`src/rtl/nand_cpu_pkg.sv`:
```
// rtl/nand_cpu_pkg.sv - shared machine sizes, branch queue entry type and ROB age helper
// Purpose: ROB/register/PC sizing macros (overridable), derived widths, the
//          branch reservation-station entry layout and the ROB age function.
// Ports:   none (package)
`ifndef ROB_SIZE
`define ROB_SIZE 16
`endif
`ifndef NUM_D_REG
`define NUM_D_REG 32
`endif
`ifndef NUM_S_REG
`define NUM_S_REG 16
`endif
`ifndef PC_SIZE
`define PC_SIZE 32
`endif

package nand_cpu_pkg;

  localparam int BQ_ROB_AW = $clog2(`ROB_SIZE);
  localparam int BQ_D_AW   = $clog2(`NUM_D_REG);
  localparam int BQ_S_AW   = $clog2(`NUM_S_REG);
  localparam int BQ_PC_W   = `PC_SIZE;

  typedef struct packed {
    logic                 valid;
    logic [BQ_ROB_AW-1:0] rob_addr;
    logic                 jump;
    logic                 predict_taken;
    logic [BQ_PC_W-1:0]   pc;
    logic [BQ_PC_W-1:0]   predict_target;
    logic [BQ_D_AW-1:0]   rt_addr;
    logic [BQ_D_AW-1:0]   rw_addr;
    logic [BQ_S_AW-1:0]   rs_addr;
  } bq_entry_t;

  // Distance from the ROB head; wraps naturally because ROB_SIZE is a power of two.
  function automatic logic [BQ_ROB_AW-1:0] rob_age(input logic [BQ_ROB_AW-1:0] addr,
                                                   input logic [BQ_ROB_AW-1:0] head);
    return addr - head;
  endfunction

endpackage

```
`src/rtl/bq_oldest_select.sv`:
```
// rtl/bq_oldest_select.sv - combinational oldest-ready picker for the branch queue
// Purpose: among requesting entries pick the one with the smallest age.
// Ports:   req      - per-entry request (ready) vector
//          age_flat - per-entry ages, entry i at [i*ROB_AW +: ROB_AW]
//          grant    - one-hot grant of the winner
//          idx      - binary index of the winner
//          any      - at least one request present
module bq_oldest_select #(
  parameter int DEPTH  = 8,
  parameter int ROB_AW = 4
) (
  input  logic [DEPTH-1:0]        req,
  input  logic [DEPTH*ROB_AW-1:0] age_flat,
  output logic [DEPTH-1:0]        grant,
  output logic [$clog2(DEPTH)-1:0] idx,
  output logic                    any
);

  localparam int IW = $clog2(DEPTH);

  logic [ROB_AW-1:0] best_age;

  // Strict less-than keeps the lowest index on equal ages.
  always_comb begin
    grant    = '0;
    idx      = '0;
    any      = 1'b0;
    best_age = '0;
    for (int i = 0; i < DEPTH; i++) begin
      if (req[i] && (!any || (age_flat[i*ROB_AW +: ROB_AW] < best_age))) begin
        any      = 1'b1;
        best_age = age_flat[i*ROB_AW +: ROB_AW];
        idx      = IW'(i);
      end
    end
    if (any) grant[idx] = 1'b1;
  end

endmodule

```
`src/rtl/branch_issue_queue.sv`:
```
// rtl/branch_issue_queue.sv - branch reservation station with oldest-ready issue and restore flush
// Purpose: holds up to DEPTH renamed branches, wakes them from the calculated
//          lists, issues the oldest ready entry by ROB age over a valid/ready
//          handshake and drops entries younger than a restored ROB tail.
// Ports:   clk, n_rst (sync active-low)
//          in_valid/in_ready + in_* fields      - dispatch enqueue
//          r_calculated_list, s_calculated_list - wakeup tag lists
//          rob_head                             - age reference
//          restore, restore_tail                - mispredict recovery flush
//          out_valid/out_ready + out_* fields   - issue to branch unit
//          count, full                          - occupancy
module branch_issue_queue
  import nand_cpu_pkg::*;
#(
  parameter int DEPTH  = 8,
  parameter int ROB_AW = BQ_ROB_AW,
  parameter int D_AW   = BQ_D_AW,
  parameter int S_AW   = BQ_S_AW
) (
  input  logic                       clk,
  input  logic                       n_rst,
  input  logic                       in_valid,
  output logic                       in_ready,
  input  logic [ROB_AW-1:0]          in_rob_addr,
  input  logic                       in_jump,
  input  logic                       in_predict_taken,
  input  logic [`PC_SIZE-1:0]        in_pc,
  input  logic [`PC_SIZE-1:0]        in_predict_target,
  input  logic [D_AW-1:0]            in_rt_addr,
  input  logic [D_AW-1:0]            in_rw_addr,
  input  logic [S_AW-1:0]            in_rs_addr,
  input  logic [`NUM_D_REG-1:0]      r_calculated_list,
  input  logic [`NUM_S_REG-1:0]      s_calculated_list,
  input  logic [ROB_AW-1:0]          rob_head,
  input  logic                       restore,
  input  logic [ROB_AW-1:0]          restore_tail,
  output logic                       out_valid,
  input  logic                       out_ready,
  output logic [ROB_AW-1:0]          out_rob_addr,
  output logic                       out_jump,
  output logic                       out_predict_taken,
  output logic [`PC_SIZE-1:0]        out_pc,
  output logic [`PC_SIZE-1:0]        out_predict_target,
  output logic [D_AW-1:0]            out_rt_addr,
  output logic [D_AW-1:0]            out_rw_addr,
  output logic [S_AW-1:0]            out_rs_addr,
  output logic [$clog2(DEPTH+1)-1:0] count,
  output logic                       full
);

  localparam int IW = $clog2(DEPTH);
  localparam int CW = $clog2(DEPTH+1);

  bq_entry_t               entries_q [DEPTH];
  bq_entry_t               entries_d [DEPTH];
  logic [CW-1:0]           count_q, count_d;

  logic [DEPTH-1:0]        ready;
  logic [DEPTH-1:0]        survive;
  logic [DEPTH-1:0]        grant;
  logic [DEPTH-1:0]        free_oh;
  logic [DEPTH*ROB_AW-1:0] age_flat;
  logic [IW-1:0]           sel_idx;
  logic                    sel_any;
  logic [ROB_AW-1:0]       keep_span;
  logic                    free_found;
  logic                    issue;
  logic                    accept;
  bq_entry_t               sel_e;
  bq_entry_t               new_e;

  // Entries with age below this span are older than the restored tail.
  assign keep_span = restore_tail - rob_head;

  always_comb begin
    ready    = '0;
    survive  = '0;
    age_flat = '0;
    for (int i = 0; i < DEPTH; i++) begin
      ready[i] = entries_q[i].valid
               & r_calculated_list[entries_q[i].rt_addr]
               & (entries_q[i].jump | s_calculated_list[entries_q[i].rs_addr]);
      age_flat[i*ROB_AW +: ROB_AW] = rob_age(entries_q[i].rob_addr, rob_head);
      survive[i] = rob_age(entries_q[i].rob_addr, rob_head) < keep_span;
    end
  end

  bq_oldest_select #(
    .DEPTH (DEPTH),
    .ROB_AW(ROB_AW)
  ) u_select (
    .req     (ready),
    .age_flat(age_flat),
    .grant   (grant),
    .idx     (sel_idx),
    .any     (sel_any)
  );

  // Lowest-index free slot from pre-edge state, so it never aliases the issuing slot.
  always_comb begin
    free_oh    = '0;
    free_found = 1'b0;
    for (int i = 0; i < DEPTH; i++) begin
      if (!entries_q[i].valid && !free_found) begin
        free_oh[i] = 1'b1;
        free_found = 1'b1;
      end
    end
  end

  assign full      = (count_q == CW'(DEPTH));
  assign count     = count_q;
  assign in_ready  = ~full & ~restore;
  assign accept    = in_valid & in_ready;
  assign out_valid = sel_any & (~restore | survive[sel_idx]);
  assign issue     = out_valid & out_ready;

  always_comb begin
    sel_e = '0;
    if (sel_any) sel_e = entries_q[sel_idx];
  end

  assign out_rob_addr       = sel_e.rob_addr;
  assign out_jump           = sel_e.jump;
  assign out_predict_taken  = sel_e.predict_taken;
  assign out_pc             = sel_e.pc;
  assign out_predict_target = sel_e.predict_target;
  assign out_rt_addr        = sel_e.rt_addr;
  assign out_rw_addr        = sel_e.rw_addr;
  assign out_rs_addr        = sel_e.rs_addr;

  always_comb begin
    new_e                = '0;
    new_e.valid          = 1'b1;
    new_e.rob_addr       = in_rob_addr;
    new_e.jump           = in_jump;
    new_e.predict_taken  = in_predict_taken;
    new_e.pc             = in_pc;
    new_e.predict_target = in_predict_target;
    new_e.rt_addr        = in_rt_addr;
    new_e.rw_addr        = in_rw_addr;
    new_e.rs_addr        = in_rs_addr;
  end

  always_comb begin
    count_d = '0;
    for (int i = 0; i < DEPTH; i++) begin
      entries_d[i] = entries_q[i];
      if (issue && grant[i])      entries_d[i].valid = 1'b0;
      if (restore && !survive[i]) entries_d[i].valid = 1'b0;
      if (accept && free_oh[i])   entries_d[i] = new_e;
      count_d = count_d + CW'(entries_d[i].valid);
    end
  end

  always_ff @(posedge clk) begin
    if (!n_rst) begin
      for (int i = 0; i < DEPTH; i++) entries_q[i] <= '0;
      count_q <= '0;
    end else begin
      for (int i = 0; i < DEPTH; i++) entries_q[i] <= entries_d[i];
      count_q <= count_d;
    end
  end

endmodule

```
`config.mk`:
```
export PLATFORM = sky130hd
export DESIGN_NAME = branch_issue_queue
export DESIGN_NICKNAME = d
export VERILOG_FILES = /design/src/rtl/nand_cpu_pkg.sv /design/src/rtl/bq_oldest_select.sv /design/src/rtl/branch_issue_queue.sv
export SDC_FILE = /design/constraint.sdc
export NUM_CORES = 2
export LEC_CHECK = 0
export ABC_CLOCK_PERIOD_IN_PS = 48400
export CAP_MARGIN = 20
export CORE_MARGIN = 10
export CORE_UTILIZATION = 60
export CTS_CLUSTER_DIAMETER = 200
export CTS_CLUSTER_SIZE = 30
export DETAILED_ROUTE_END_ITERATION = 6
export PLACE_DENSITY = 0.84
export RECOVER_POWER = 100
export SLEW_MARGIN = 5
export SYNTH_ARGS = -nofsm -noshare
export SYNTH_HDL_FRONTEND = slang
export SYNTH_SLANG_ARGS = --single-unit
```
`constraint.sdc`:
```
create_clock -name clk -period 48.4 [get_ports clk]
set_input_delay 9.68 -clock clk [delete_from_list [all_inputs] [get_ports clk]]
set_output_delay 9.68 -clock clk [all_outputs]
set_load 0.01 [all_outputs]
```
== Word level (Yosys, flattened, before mapping) ==
Memories as Yosys holds them, arrays and structs flattened.
Cells that the tools add are included.

* Bits in registers: 4
* Bits in writable memories: 680
* Output and inout port bits: 91
* Logic and storage cells: 273
* Memories: 1

* Add/sub/neg operators: 16
* $lt $le $gt $ge: 33
* Equality and inequality tests: 1
* Mux-type cells: 108
* Bitwise gates (word level): 39
* Reduce and logical (&&, ||, !) cells: 74

{| class="wikitable"
|+ Memory list
! name !! words !! bits a word !! read ports !! clocked after Yosys merged registers in !! write ports !! line !! RTL
|-
| entries_q || 8 || 85 || 9 || 0 || 8 || branch_issue_queue.sv:54 || <nowiki>bq_entry_t entries_q [DEPTH];</nowiki>
|}

{| class="wikitable"
|+ Operator list
! operator !! count
|-
| $mux W85 || 16
|-
| $mux W84 || 1
|-
| $lt A4 B4 Y1 || 15
|-
| $mux W1 || 59
|-
| $lt A5 B6 Y1 const B || 8
|-
| $bmux W1 S5 || 8
|-
| $lt A4 B5 Y1 const B || 8
|-
| $logic_and A1 B1 Y1 || 39
|-
| $sub A4 B4 Y4 || 9
|-
| $bmux W1 S4 || 8
|-
| $logic_not A1 Y1 || 28
|-
| $mux W4 || 7
|-
| $and A1 B1 Y1 || 20
|-
| $or A1 B1 Y1 || 17
|-
| $add A4 B1 Y4 || 4
|-
| $mux W3 || 4
|-
| $mux W8 || 1
|-
| $logic_or A1 B1 Y1 || 7
|-
| $add A3 B1 Y4 || 1
|-
| $eq A4 B4 Y1 const B || 1
|-
| $lt A3 B4 Y1 const B || 1
|-
| $mux W2 || 2
|-
| $add A2 B1 Y3 || 1
|-
| $bmux W1 S3 || 1
|-
| 4 further kinds || 5
|}

== Longest topological paths before layout ==
An unclocked memory read counts as a cell.

* Depth after elaboration: 50
* Mapped depth: 78

== Modules after synthesis ==
A second synthesis with hierarchy kept.

* Cells, all modules: 4,074
* Area total of the unflattened synthesis: 35,631.7 µm²

{| class="wikitable"
|+ Modules (own cells, without submodules)
! module !! times used !! cells each !! area an instance (µm²) !! sequential area each (µm²)
|-
| branch_issue_queue || 1 || 3,861 || 34,101.5 || 13,693.1
|-
| bq_oldest_select || 1 || 213 || 1,530.2 || 0.0
|}

== Least setup slack after synthesis ==
No wires, ideal clock.

* Kind: input -> output
* Start point: input port r_calculated_list[7]
* End point: output port out_rob_addr[0]
* Data arrival time: 22,252 ps
* Required time: 38,720 ps
* Setup slack: 16,468 ps
* Stages on the path: 63
* Cell sequence: mux4_2 > a221o_1 > a21o_1 > and3_1 > buf_2 > nand2_1 > ha_1 > a21o_1 > a21o_1 > a21o_1 > a21oi_1 > nand2_1 > o21a_1 > ha_1 > a2111oi_0 > o21ai_0 > a31oi_1 > mux2_2 > [... 27 more ...] > nand2_1 > o22ai_1 > buf_2 > clkbuf_1 > nand2_1 > o21ai_0 > ha_1 > o21a_1 > o21a_1 > o21ai_0 > o21ba_2 > o41a_1 > a211oi_4 > buf_2 > buf_6 > o211ai_1 > a21oi_1 > a2111oi_0

* Cells in the longest elaborated chain, start to end: 35
* Elaborated cells between the ends (all ways): 84
* Classes of those cells: 7 x order compare; 39 x mux; 16 x bitwise; 21 x reduce/logical; 1 x memory

{| class="wikitable"
|+ RTL lines
! what !! line !! RTL
|-
| start, declared || branch_issue_queue.sv:32 || <nowiki>input logic [`NUM_D_REG-1:0] r_calculated_list,</nowiki>
|-
| $bmux W1 S5 || branch_issue_queue.sv:81 || <nowiki>& r_calculated_list[entries_q[i].rt_addr]</nowiki>
|-
| $mux W1 (implied by the code) || branch_issue_queue.sv:81 ||
|-
| $and A1 B1 Y1 || branch_issue_queue.sv:81 ||
|-
| $and A1 B1 Y1 || branch_issue_queue.sv:82 || <nowiki>& (entries_q[i].jump | s_calculated_list[entries_q[i].rs_addr]);</nowiki>
|-
| $mux W4 / $mux W1 (equally long branches) || bq_oldest_select.sv:30 || <nowiki>if (req[i] && (!any || (age_flat[i*ROB_AW +: ROB_AW] < best_age))) begin</nowiki>
|-
| $lt A4 B4 Y1 / $logic_not A1 Y1 (equally long branches) || bq_oldest_select.sv:30 ||
|-
| $logic_or A1 B1 Y1 || bq_oldest_select.sv:30 ||
|-
| $logic_and A1 B1 Y1 || bq_oldest_select.sv:30 ||
|-
| [... 19 more ...] || -- ||
|-
| $logic_and A1 B1 Y1 || bq_oldest_select.sv:30 ||
|-
| $mux W4 / $mux W1 (equally long branches) || bq_oldest_select.sv:30 ||
|-
| $lt A4 B4 Y1 / $logic_not A1 Y1 (equally long branches) || bq_oldest_select.sv:30 ||
|-
| $logic_or A1 B1 Y1 || bq_oldest_select.sv:30 ||
|-
| $logic_and A1 B1 Y1 || bq_oldest_select.sv:30 ||
|-
| $mux W3 || bq_oldest_select.sv:30 ||
|-
| $mem_v2 Z8 W85 || -- ||
|-
| $mux W84 * || branch_issue_queue.sv:120 || <nowiki>if (sel_any) sel_e = entries_q[sel_idx];</nowiki>
|-
| end, declared || branch_issue_queue.sv:39 || <nowiki>output logic [ROB_AW-1:0] out_rob_addr,</nowiki>
|}

Every way passes the cells marked *; elsewhere a longest branch is shown, timed or not. The select of a mux whose other input is x is not followed.

== Final worst setup path ==
* Start point: input port s_calculated_list[7]
* End point: output port out_valid

* Cells in the longest elaborated chain, start to end: 37
* Elaborated cells between the ends (all ways): 86
* Classes of those cells: 7 x order compare; 40 x mux; 18 x bitwise; 21 x reduce/logical

{| class="wikitable"
|+ RTL lines
! what !! line !! RTL
|-
| start, declared || branch_issue_queue.sv:33 || <nowiki>input logic [`NUM_S_REG-1:0] s_calculated_list,</nowiki>
|-
| $bmux W1 S4 || branch_issue_queue.sv:82 ||
|-
| $mux W1 (implied by the code) || branch_issue_queue.sv:82 ||
|-
| $or A1 B1 Y1 || branch_issue_queue.sv:82 ||
|-
| $and A1 B1 Y1 || branch_issue_queue.sv:82 ||
|-
| $mux W4 / $mux W1 (equally long branches) || bq_oldest_select.sv:30 ||
|-
| $lt A4 B4 Y1 / $logic_not A1 Y1 (equally long branches) || bq_oldest_select.sv:30 ||
|-
| $logic_or A1 B1 Y1 || bq_oldest_select.sv:30 ||
|-
| $logic_and A1 B1 Y1 || bq_oldest_select.sv:30 ||
|-
| [... 21 more ...] || -- ||
|-
| $lt A4 B4 Y1 / $logic_not A1 Y1 (equally long branches) || bq_oldest_select.sv:30 ||
|-
| $logic_or A1 B1 Y1 || bq_oldest_select.sv:30 ||
|-
| $logic_and A1 B1 Y1 || bq_oldest_select.sv:30 ||
|-
| $mux W3 || bq_oldest_select.sv:30 ||
|-
| $bmux W1 S3 || branch_issue_queue.sv:115 || <nowiki>assign out_valid = sel_any & (~restore | survive[sel_idx]);</nowiki>
|-
| $mux W1 (implied by the code) || branch_issue_queue.sv:115 ||
|-
| $or A1 B1 Y1 || branch_issue_queue.sv:115 ||
|-
| $and A1 B1 Y1 * || branch_issue_queue.sv:115 ||
|-
| end, declared || branch_issue_queue.sv:37 || <nowiki>output logic out_valid,</nowiki>
|}

Marks and branches as above.

==> qor.csv <==
metric;value;unit
clock buffer count from CTS;26;
Finished Cell Area;0.0383;sq mm
Max rail drop VDD;0.0000285;V
total setup buffers inserted after CTS;0;
vias per cell;6.35;
Routed WL per cell;21.8;um
CTS tree;yes;
multi-input logic area;0.0200;sq mm
relative slew slack;-226;%
Setup crit end kind;output port;
failing checks;max-capacitance violations, max-slew violations;
first-pass GRT wire length;183000;um
CP most frequent cell;ha_1;
fraction of registers with async set/reset;0;%
Synth Warn #;0;
CP Max Fanout;71;
first-pass iteration count of the detailed router;6;
post-route ant nets;0;
Critical Path Max Stage Delay;3.19;ns
WHS;0.457;ns
Final min period;40.39;ns
synthesized instance count;4756;
clock network power share;28.5;%
Horiz. Die Dim;265;um
Syn Area/Cell;7.57;sq um
Clk Latency, worst-skew pair;0.64;ns
Yosys cell types;75;
Crit path max-delay family;compound AO/OA/AOI/OAI gates;
switching power;0.251;mW
# rows;89;
setup TNS;0;ns
worst path arrival time;30.71;ns
chip height;265;um
final WL;118000;um
DRC Markers;0;
share of cells above drive strength 1;4.36;%
R2R Setup Slk;25.44;ns
Critical-path top delay cell;clkbuf_1;
clk_skew;0.0232;ns
placed inst area;0.0377;sq mm
Vias;34300;
Int Power;0.712;mW
Die ar.;0.0702;sq mm
post_cts resized;0;
Max Root-Sink Buffers;3;
ys flop type;dfxtp_1;
fin. max-slew vios;908;
RSZ-0062 raised after global routing;false;
Pwr Density;25.2;mW/mm^2
Fillers;5240;
static leakage;12.9;nW
Yosys top cell area share;38.0;%
CTS Hold Bufs;0;
Startpoint Class;input port;
Synth area leader;dfxtp_1;
number of flops mapped to enable cells by yosys;0;
register area share after synthesis;38.0;%
fmax;24.8;MHz
HP Class;reg2reg;
Synth Net Count;4989;
Layout Area Growth over Synthesis;6.25;%
final hold vios;0;
Tcrit/Tclk final;83.4;%
Reg power frac;59.4;%
Nets;4841;
max_cap viols;17;
clk sinks;684;
CP required;38.72;ns
WS Path Type;in2out;
number of I/O pins;236;
Synth Cell Area;0.0360;sq mm
Area contributors post-synth;dfxtp_1 38%, nand2_1 17%, a21oi_1 12%, mux4_2 6.1%, mux2i_1 3.2%;
combinational power share;12.1;%
number of buffers added on ports;235;
Starting Density;60.8;%
Core Util, Final;64.6;%
htree depth;1;
total track usage;32.1;%
largest net degree at the start of global routing;208;
HPWL Detailed;70500;um
setup violators final;0;
gpl congestion;0.992;
Crit path buffers/inverters;4;
Worst Tran Pin Value;4.89;ns
#FFs+latches synth;684;
initial detailed-routing violation count;4440;
vias in the first global route;32300;
clock root cell;clkbuf_16;
core box area;0.0592;sq mm
total gr overflow;0;
Sw Share;26.1;%
FF/Latch Area;0.0137;sq mm
Clock transition at path regs;0.11;ns
status;finished, violations left;
antenna violations before repair;29;
metrics by stage:
stage                     setup WS [ns]  power [mW]  cells
after floorplan                   16.47       0.659   4756
after global placement            12.55       0.696   5349
after detailed placement          12.16       0.697   5352
after CTS                         12.05       0.959   5380
after global routing               6.99       0.992   5388
final                              8.01       0.963   5394
power by group through the flow:
stage | registers, mW | clock network, mW | logic [mW]
2_1_floorplan | 0.583 | 0 | 0.0761
3_3_place_gp | 0.585 | 0 | 0.111
3_5_place_dp | 0.585 | 0 | 0.113
4_1_cts | 0.572 | 0.274 | 0.113
5_1_grt | 0.573 | 0.294 | 0.125
6_report | 0.572 | 0.275 | 0.116
cell families after synthesis:
family	synth area share (%)
buffers and inverters	6.54
XOR/XNOR	0.681
AND/OR/NAND/NOR	24.3
multiplexers	9.67
flip-flops	38.0
adder cells (fa/ha/maj)	3.33
AO/OA/AOI/OAI	17.5
Yosys cell counts, types with 13 or more instances:
cell      count
nand2_1    1609
a21oi_1     845
dfxtp_1     684
clkbuf_1    283
or3_1       134
mux2i_1     115
nand3_1     106
nor2_1      104
mux4_2       98
nor3_1       91
buf_4        86
ha_1         75
o211ai_1     72
inv_1        51
buf_2        44
buf_1        38
a21o_1       36
o21ai_0      35
nand2b_1     26
xnor2_1      17
a22o_1       16
a31oi_1      13
fa_1         13
tightest hold or removal path, stage by stage, from the launching register on:
cell and delay [ns]:
dfxtp_1 0.32, nand2_1 0.05, a21oi_1 0.05
sequential cells by signal, indices dropped and copies added (netlist names):
name	flops
count	4
entries_q	680
worst paths after layout:
path                                            from               end  cells after the start
worst max-delay path            s_calculated_list[7]         out_valid                     60
worst min-delay path                entries_q[6][14]  entries_q[6][14]                      2
worst max register to register       entries_q[0][1]          count[2]                     68
worst min register to register      entries_q[6][14]  entries_q[6][14]                      2
layer usage:
metal  global-route usage [%]  wire (um)  vias up  part of all wire [%]
li1                         -          -    15800                     -
met1                     41.3      44700    16000                    38
met2                     50.6      52900     2119                    45
met3                     9.05      15600      355                    13
met4                     12.4       4410       26                   3.7
met5                        0        173        -                  0.15
layout make-up:
class | instances | share of cell area [%]
sequential | 684 | 35.8
tap | 773 | 2.53
inverter | 52 | 0.530
antenna | 13 | 0.0850
timing repair buffer | 283 | 7.05
clock buffer | 26 | 1.70
multi-input combinational | 3561 | 52.3
clock inverter | 2 | 0.0654
placed cells by master, fill, tap and decap left out, types with 16 or more instances in the layout:
cell	netlist	layout
nand2_1	1609	1610
a21oi_1	845	845
dfxtp_1	684	684
clkdlybuf4s50_1	0	143
or3_1	134	133
mux2i_1	115	115
nand3_1	106	104
nor2_1	104	101
mux4_2	98	98
dlygate4sd3_1	0	92
nor3_1	91	91
ha_1	75	75
o211ai_1	72	73
inv_1	51	51
a21o_1	36	36
o21ai_0	35	36
buf_4	86	31
nand2b_1	26	26
clkbuf_16	0	26
xnor2_1	17	17
a22o_1	16	16
Power figures use the tool's default switching activity.
